`src/rtl/excitation_sched.sv`:
```
// LPC excitation scheduler: takes one frame of parameters at a time through a
// shadow register and emits one pulse or noise excitation sample per sample tick.
module excitation_sched #(
    parameter int          FRAME_LEN = 160,
    parameter logic [15:0] LFSR_SEED = 16'hACE1
) (
    input  logic               clk,
    input  logic               rst,
    input  logic               smp_tick,
    input  logic               frm_valid,
    output logic               frm_ready,
    input  logic               frm_voiced,
    input  logic        [15:0] frm_pitch,
    input  logic signed [15:0] frm_gain,
    output logic signed [15:0] exc_out,
    output logic               exc_vout,
    output logic               frame_start,
    output logic               underrun,
    output logic               fsm_state
);

    typedef enum logic {IDLE = 1'b0, RUN = 1'b1} state_t;

    localparam logic [15:0] LAST_IDX = 16'(FRAME_LEN - 1);

    state_t state, state_nx;

    logic               sh_full, sh_voiced;
    logic        [15:0] sh_pitch;
    logic signed [15:0] sh_gain;
    logic               act_voiced;
    logic        [15:0] act_pitch;
    logic signed [15:0] act_gain;
    logic        [15:0] pcnt, lfsr, idx;

    logic               hs, do_emit, load_sh, load_direct, do_load, set_underrun;
    logic               ld_voiced, ld_veff, cur_voiced, pulse;
    logic        [15:0] ld_pitch, cur_pitch, pc_cur, pcnt_nx, lfsr_nx;
    logic signed [15:0] ld_gain, cur_gain, neg_gain, sample;
    logic signed [16:0] rb;

    // Frame handshake: a frame transfers on any cycle with frm_valid and frm_ready high.
    assign frm_ready = ~sh_full;
    assign hs        = frm_valid & ~sh_full;
    assign do_load   = load_sh | load_direct;
    assign fsm_state = state;

    always_ff @(posedge clk or posedge rst) begin
        if (rst) state <= IDLE;
        else     state <= state_nx;
    end

    always_comb begin
        state_nx     = state;
        do_emit      = 1'b0;
        load_sh      = 1'b0;
        load_direct  = 1'b0;
        set_underrun = 1'b0;
        if (smp_tick) begin
            unique case (state)
                IDLE: begin
                    if (sh_full) begin
                        state_nx = RUN;
                        load_sh  = 1'b1;
                        do_emit  = 1'b1;
                    end
                end
                RUN: begin
                    if (idx == LAST_IDX) begin
                        if (sh_full) begin
                            load_sh = 1'b1;
                            do_emit = 1'b1;
                        end else if (frm_valid) begin
                            load_direct = 1'b1;
                            do_emit     = 1'b1;
                        end else begin
                            set_underrun = 1'b1;
                            state_nx     = IDLE;
                        end
                    end else begin
                        do_emit = 1'b1;
                    end
                end
                default: ;
            endcase
        end
    end

    always_comb begin
        ld_voiced = load_sh ? sh_voiced : frm_voiced;
        ld_pitch  = load_sh ? sh_pitch  : frm_pitch;
        ld_gain   = load_sh ? sh_gain   : frm_gain;
        ld_veff   = ld_voiced && (ld_pitch != 16'd0);
        rb        = $signed({1'b0, pcnt}) + $signed({1'b0, ld_pitch}) - $signed({1'b0, act_pitch});
        pc_cur    = pcnt;
        if (do_load) begin
            cur_voiced = ld_veff;
            cur_pitch  = ld_pitch;
            cur_gain   = ld_gain;
            // Voiced-to-voiced: keep the elapsed time since the last pulse, rebased to the new period.
            if (ld_veff && act_voiced && state == RUN) begin
                if (rb[16])                            pc_cur = 16'd0;
                else if (rb[15:0] > ld_pitch - 16'd1)  pc_cur = ld_pitch - 16'd1;
                else                                   pc_cur = rb[15:0];
            end else begin
                pc_cur = 16'd0;
            end
        end else begin
            cur_voiced = act_voiced;
            cur_pitch  = act_pitch;
            cur_gain   = act_gain;
        end
        neg_gain = (cur_gain == 16'sh8000) ? 16'sh7FFF : -cur_gain;
        pulse    = (pc_cur == 16'd0);
        pcnt_nx  = pc_cur;
        lfsr_nx  = lfsr;
        sample   = 16'sd0;
        if (cur_voiced) begin
            if (pulse) begin
                sample  = cur_gain;
                pcnt_nx = cur_pitch - 16'd1;
            end else begin
                pcnt_nx = pc_cur - 16'd1;
            end
        end else begin
            sample  = lfsr[0] ? cur_gain : neg_gain;
            lfsr_nx = {lfsr[14:0], lfsr[15] ^ lfsr[13] ^ lfsr[12] ^ lfsr[10]};
        end
    end

    always_ff @(posedge clk or posedge rst) begin
        if (rst) begin
            sh_full     <= 1'b0;
            sh_voiced   <= 1'b0;
            sh_pitch    <= 16'd0;
            sh_gain     <= 16'sd0;
            act_voiced  <= 1'b0;
            act_pitch   <= 16'd0;
            act_gain    <= 16'sd0;
            pcnt        <= 16'd0;
            lfsr        <= LFSR_SEED;
            idx         <= 16'd0;
            exc_out     <= 16'sd0;
            exc_vout    <= 1'b0;
            frame_start <= 1'b0;
            underrun    <= 1'b0;
        end else begin
            // A boundary race consumes the incoming frame directly, bypassing the shadow.
            if (!load_direct && hs) begin
                sh_full   <= 1'b1;
                sh_voiced <= frm_voiced;
                sh_pitch  <= frm_pitch;
                sh_gain   <= frm_gain;
            end else if (load_sh) begin
                sh_full <= 1'b0;
            end
            if (do_load) begin
                act_voiced <= ld_veff;
                act_pitch  <= ld_pitch;
                act_gain   <= ld_gain;
            end
            if (do_emit) begin
                idx  <= do_load ? 16'd0 : idx + 16'd1;
                pcnt <= pcnt_nx;
                lfsr <= lfsr_nx;
            end
            exc_vout    <= do_emit;
            exc_out     <= do_emit ? sample : 16'sd0;
            frame_start <= do_emit & do_load;
            underrun    <= underrun | set_underrun;
        end
    end

endmodule

```
`config.mk`:
```
export PLATFORM = sky130hd
export DESIGN_NAME = excitation_sched
export DESIGN_NICKNAME = d
export VERILOG_FILES = /design/src/rtl/excitation_sched.sv
export SDC_FILE = /design/constraint.sdc
export NUM_CORES = 1
export LEC_CHECK = 0
export CORE_MARGIN = 8
export CORE_UTILIZATION = 45
export CTS_CLUSTER_DIAMETER = 50
export DETAILED_ROUTE_END_ITERATION = 12
export PLACE_DENSITY = 0.67
export SETUP_SLACK_MARGIN = 0.1
export SYNTH_ARGS = -nofsm -noshare
export SYNTH_HDL_FRONTEND = slang
export SYNTH_SLANG_ARGS = --single-unit
```
`constraint.sdc`:
```
create_clock -name clk -period 13.03 [get_ports clk]
set_input_delay 2.606 -clock clk [delete_from_list [all_inputs] [get_ports clk]]
set_output_delay 2.606 -clock clk [all_outputs]
set_load 0.03 [all_outputs]
```
==> results by group, run 1 <==
Status
  • Status: finished, final reports clean

STA
  • RSZ-0062 raised after global routing: no
  • Setup Viol. Count Final: 0
  • F_max: 0.08512 GHz
  • Min Tclk post-route: 11.75 ns
  • Worst Tran Pin Value: 1.210 ns
  • Slew HR: 0.1877
  • Setup ws final: 1.282 ns
  • Max Slew Vio Count: 0
  • Total negative slack: 0 ns
  • Final hold violations: 0
  • Tcrit/Tclk final: 0.9016
  • Final Skew: 0.009869 ns

Clocking
  • Root Driver: clkbuf_16
  • Clock sink count: 135
  • Later-pin clock latency in the skew report: 0.43 ns
  • Worst-path clk slew: 0.07 ns
  • Post-CTS Resized: 0
  • Hold Buf Count CTS: 0
  • Post-CTS setup buffers: 0
  • Clock buffer depth: 2
  • H-Tree Depth: 4
  • CTS Buf Count: 17
  • CTS tree: done

Power and ir drop
  • Pwr dens: 230.4 mW/mm2
  • Max rail drop VDD: 0.1098 mV
  • Tot Pwr: 2.635 mW
  • Leak: 4.803 nW

Critical path
  • FF-to-FF End: pcnt[14]
  • R2r startpoint: idx[0]
  • CP endpoint kind: flip-flop
  • Worst path max stage delay: 0.75 ns
  • Worst path slowest cell: a21o_2
  • Crit path max fanout: 44
  • WP data required: 13.35 ns
  • CP Launch Point: smp_tick
  • Crit Path Category: input port to flip-flop
  • Startpoint Class: input port
  • Worst R2R Path Depth: 32
  • Crit path DAT: 12.07 ns
  • R2r setup slk: 3.02 ns

Die
  • Site row count: 54
  • Core ar.: 0.02189 mm2
  • DIE AREA: 0.02742 mm2
  • Initial core utilization: 0.4600
  • I/O pin total: 58
  • Die X: 165.6 um
  • Die height: 165.6 um

Global route
  • Overall routing resource usage: 0.2136
  • GR Overflow Total: 0
  • Pin count of the biggest net entering global routing: 79
  • Initial antenna violation count: 0
  • Global-route wire length before repair: 48240 um
  • Vias in the first global route: 8509

Logic synthesis
  • FFs w/ async S/R, synth: 1.000
  • Post-synth EDFFs: 0
  • Post-synthesis sequential area ratio: 0.3364
  • Yosys warns: 0
  • Average cell area after synthesis: 8.788 um2
  • Synthesized cell area: 0.01007 mm2
  • Most used DFF post-synth: dfrtp_1
  • Yosys cell types: 93
  • FF+latch count, synth: 135
  • Cell count after synthesis: 1146
  • Synthesized Nets: 1234

Worst hold path
  • Endpoint, Worst Hold: underrun
  • Hold depth: 1
  • Hold Path Class: flip-flop to flip-flop
  • Beginning of the worst hold path: underrun

Placed design
  • DP Cell Count: 1434
  • Worst slack at placement: 1.060 ns
  • Routability cong.: 0.9549
  • DP HPWL: 22350 um
  • IO buf count: 57

Cells and area
  • Most frequent cells in the layout: dfrtp_1 (127), nor2_1 (100), nand2_1 (86)
  • Seq. cell area: 0.003388 mm2
  • Fin nets: 1261
  • Most common cell after layout, fill and taps aside: dfrtp_1
  • Finished Layout Cells: 1466
  • Fraction of layout cells with a size suffix above 1: 0.1147
  • Multi-input gate area: 0.006102 mm2
  • Fillers: 2036
  • Area Overhead vs Synth: 13.55%
  • Ant diodes: 0

Route
  • DRC: 0
  • DR vias/cell: 6.162
  • Initial drt markers: 884
  • Routed Antenna Nets: 0
  • Total Wirelength: 30000 um
  • Drt pass-1 iters: 6
  • WL per Instance: 20.46 um
  • DR vias: 9034

Run
  • Max Cap Viol: 0
==> cells by family after synthesis <==
kind of cell    synth area share
mux                      0.08597
buf+inv                  0.05802
compound gates            0.2173
fa+ha+maj                0.07454
flops                     0.3364
xor+xnor                 0.03740
simple gates              0.1903
==> power by group <==
group | internal, mW | leakage, nW | switching [mW]
clock network | 0.295 | 0.305 | 0.219
logic | 0.578 | 2.84 | 0.898
registers | 0.532 | 1.66 | 0.114
==> flip-flops by register name, summed over array words and instances (netlist names) <==
signal and cells:
sh_voiced 1, sh_pitch 16, lfsr 16, frame_start 1
fsm_state 1, act_gain 16, sh_full 1, exc_out 16
pcnt 16, underrun 1, act_voiced 1, idx 16
exc_vout 1, act_pitch 16, sh_gain 16
==> critical path: cells and delay by family <==
family | cells | cell delay [ns]
muxes | 3 | 1.03
and+or+nand+nor | 10 | 2.87
AOI/OAI and AO/OA | 9 | 3.21
adders and majority gates | 4 | 1.52
buffers and inverters | 3 | 0.82
==> metrics by stage <==
stage	cell area (um2)	hold WS (ns)	util
finish	11440	0.4959	0.5224
global placement	10810	0.4723	0.4938
floorplan	10070	0.4571	-
CTS	11440	0.5020	0.5224
global route	11440	0.5247	0.5224
detailed placement	10810	0.4830	0.4938
==> synthesized netlist by cell type (19+ instances only) <==
cell type  count  share of area
a211oi_1      19          0.014
inv_1         73          0.027
or3_1         19          0.012
a21oi_1       79          0.039
xnor2_1       24          0.021
nand3_1       36          0.018
nor3_1        27          0.013
mux2_2        52          0.058
clkbuf_1      40          0.015
mux2i_1       23          0.023
xor2_1        19          0.017
dfrtp_1      127           0.32
a31oi_1       22          0.014
ha_1          36          0.045
nand2_1       86          0.032
nor2_1       100          0.037
o21ai_0       51          0.025
==> worst max-delay path by stage <==
| stage | end | slack [ns] | cells after the start |
|---|---|---|---|
| 2_1_floorplan | pcnt[14] | 2.75 | 37 |
| 3_3_place_gp | pcnt[4] | 1.32 | 32 |
| 3_5_place_dp | pcnt[14] | 1.06 | 29 |
| 4_1_cts | pcnt[14] | 1.47 | 29 |
| 5_1_grt | pcnt[4] | 0.48 | 30 |
| 6_report | pcnt[14] | 1.28 | 29 |
==> metal layers <==
layer / global-route usage / part of all wire / up-vias / wire length (um)
met3: 0.03762 / 0.074 / 47 / 2223
met4: 0.07132 / 0.025 / 0 / 740
met1: 0.2987 / 0.45 / 4375 / 13600
met5: 0 / 0 / - / 0
met2: 0.3267 / 0.45 / 345 / 13440
li1: - / - / 4267 / -
==> area by class of cell <==
class,instances,share of cell area
Clock buffer,17,0.03720
Clock inverter,15,0.01751
Inverter,75,0.02505
Multi-Input combinational cell,872,0.5336
Sequential cell,135,0.2963
Tap cell,280,0.03063
Timing Repair Buffer,72,0.05974
Note: power is estimated with default switching activity, not from simulation.
==> run 2, diff against run 1 <==
--- a/config.mk
+++ b/config.mk
@@ -9,7 +9,6 @@
 export CORE_UTILIZATION = 45
 export CTS_CLUSTER_DIAMETER = 50
 export DETAILED_ROUTE_END_ITERATION = 12
-export PLACE_DENSITY = 0.67
 export SETUP_SLACK_MARGIN = 0.1
 export SYNTH_ARGS = -nofsm -noshare
 export SYNTH_HDL_FRONTEND = slang
==> run 2 against run 1 <==
- hold slack worse by 0.0077 ns
- core utilization is 0.074 points higher
- sequential power barely moved
- cell area rose by 0.14%
- highest routed layer unchanged
- largest cell class unchanged
- total power is 0.16% lower
- setup slack improved by 0.089 ns
==> results by group, run 2 (synthesis gave the netlist of run 1 again) <==
Status
  • Status: finished, final reports clean

Cells and area
  • Most frequent cells in the layout: dfrtp_1 (127), nor2_1 (100), nand2_1 (86)
  • Fraction of layout cells with a size suffix above 1: 0.1169
  • Area Overhead vs Synth: 13.72%
  • Ant diodes: 0
  • Design area: 0.01145 mm2
  • Fin nets: 1264
  • Most common cell after layout, fill and taps aside: dfrtp_1
  • Fillers: 2030

Placed design
  • IO buf count: 57
  • DP HPWL: 22650 um
  • Cell Area, Placed: 0.01083 mm2
  • Routability cong.: 0.9673

Critical path
  • WP data required: 13.33 ns
  • Top delay family on crit path: simple AND/OR/NAND/NOR gates
  • Worst path slowest cell: a21o_2
  • CP endpoint kind: flip-flop
  • Worst path bufs/invs: 4
  • R2r startpoint: idx[0]
  • Crit path DAT: 11.96 ns
  • Crit path max fanout: 41
  • Worst path max stage delay: 0.80 ns
  • CP Launch Point: smp_tick
  • Startpoint Class: input port
  • Crit Path Category: input port to flip-flop

Route
  • Drt pass-1 iters: 5
  • Routed Antenna Nets: 0
  • DRC: 0
  • DR vias: 9094
  • WL per Instance: 21.02 um
  • DR vias/cell: 6.191
  • Initial drt markers: 1144
  • Total Wirelength: 30880 um

Die
  • Die X: 165.6 um
  • Core ar.: 0.02189 mm2
  • I/O pin total: 58
  • Die height: 165.6 um
  • DIE AREA: 0.02742 mm2
  • Site row count: 54
  • Initial core utilization: 0.4600

STA
  • Final Skew: 0.01813 ns
  • Final hold violations: 0
  • F_max: 0.08577 GHz
  • Slew HR: 0.3293
  • Final hold slack: 0.4883 ns
  • Total negative slack: 0 ns
  • Max Slew Vio Count: 0
  • Tcrit/Tclk final: 0.8948
  • Setup Viol. Count Final: 0
  • RSZ-0062 raised after global routing: no
  • Min Tclk post-route: 11.66 ns
  • Worst Tran Pin Value: 1.006 ns

Clocking
  • Post-CTS Resized: 0
  • Later-pin clock latency in the skew report: 0.43 ns
  • Clock buffer depth: 2
  • Root Driver: clkbuf_16
  • H-Tree Depth: 4
  • CTS tree: done
  • CTS Buf Count: 17
  • Worst-path clk slew: 0.07 ns
  • Clock sink count: 135
  • Hold Buf Count CTS: 0
  • Post-CTS setup buffers: 0

Power and ir drop
  • Max rail drop VDD: 0.09850 mV
  • Pwr dens: 229.7 mW/mm2
  • Leak: 4.812 nW

Global route
  • Overall routing resource usage: 0.2196
  • Global-route wire length before repair: 49080 um
  • Pin count of the biggest net entering global routing: 78
  • Initial antenna violation count: 0
  • GR Overflow Total: 0
  • Vias in the first global route: 8629

Worst hold path
  • Beginning of the worst hold path: underrun
  • Hold Path Class: flip-flop to flip-flop

Run
  • Max Cap Viol: 0
==> run 2: area by class of cell <==
cell class              instances  area, um2  area share
flip-flops and latches        135       3388      0.2959
repair buffers                 75      705.7     0.06162
multi-input cells             872       6102      0.5328
well taps                     280      350.3     0.03059
clock inverters                15      193.9     0.01693
clock buffers                  17      425.4     0.03715
inverters                      75      286.5     0.02502
==> run 2: routing by layer <==
| metal | track usage | share of wire | vias up |
|---|---|---|---|
| met1 | 0.3151 | 0.46 | 4367 |
| li1 | - | - | 4283 |
| met2 | 0.3294 | 0.44 | 392 |
| met5 | 0 | 0 | - |
| met4 | 0.07367 | 0.026 | 0 |
| met3 | 0.03455 | 0.068 | 52 |
==> run 2: stage by stage <==
| stage | instances | setup slack [ns] | util | total power, mW |
|---|---|---|---|---|
| 2_1_floorplan | 1146 | 2.751 | - | 1.700 |
| 3_3_place_gp | 1437 | 1.388 | 0.4949 | 2.098 |
| 3_5_place_dp | 1437 | 1.104 | 0.4949 | 2.098 |
| 4_1_cts | 1469 | 1.526 | 0.5231 | 2.612 |
| 5_1_grt | 1469 | 0.6064 | 0.5231 | 2.817 |
| 6_report | 1469 | 1.371 | 0.5231 | 2.631 |
==> run 2: worst paths after layout <==
kind                                to  cells after the start  slack [ns]
setup / recovery               pcnt[4]                     30        1.37
hold / removal                underrun                      1        0.49
setup reg to reg               pcnt[4]                     31        3.08
hold reg to reg               underrun                      1        0.49
max in group asynchronous  sh_pitch[3]                      3        9.08
min in group asynchronous     lfsr[14]                      2        2.66
==> run 2: power by group <==
part	total (mW)	switching (mW)	internal, mW
combinational	1.48	0.905	0.580
clock	0.500	0.237	0.263
sequential	0.647	0.115	0.532
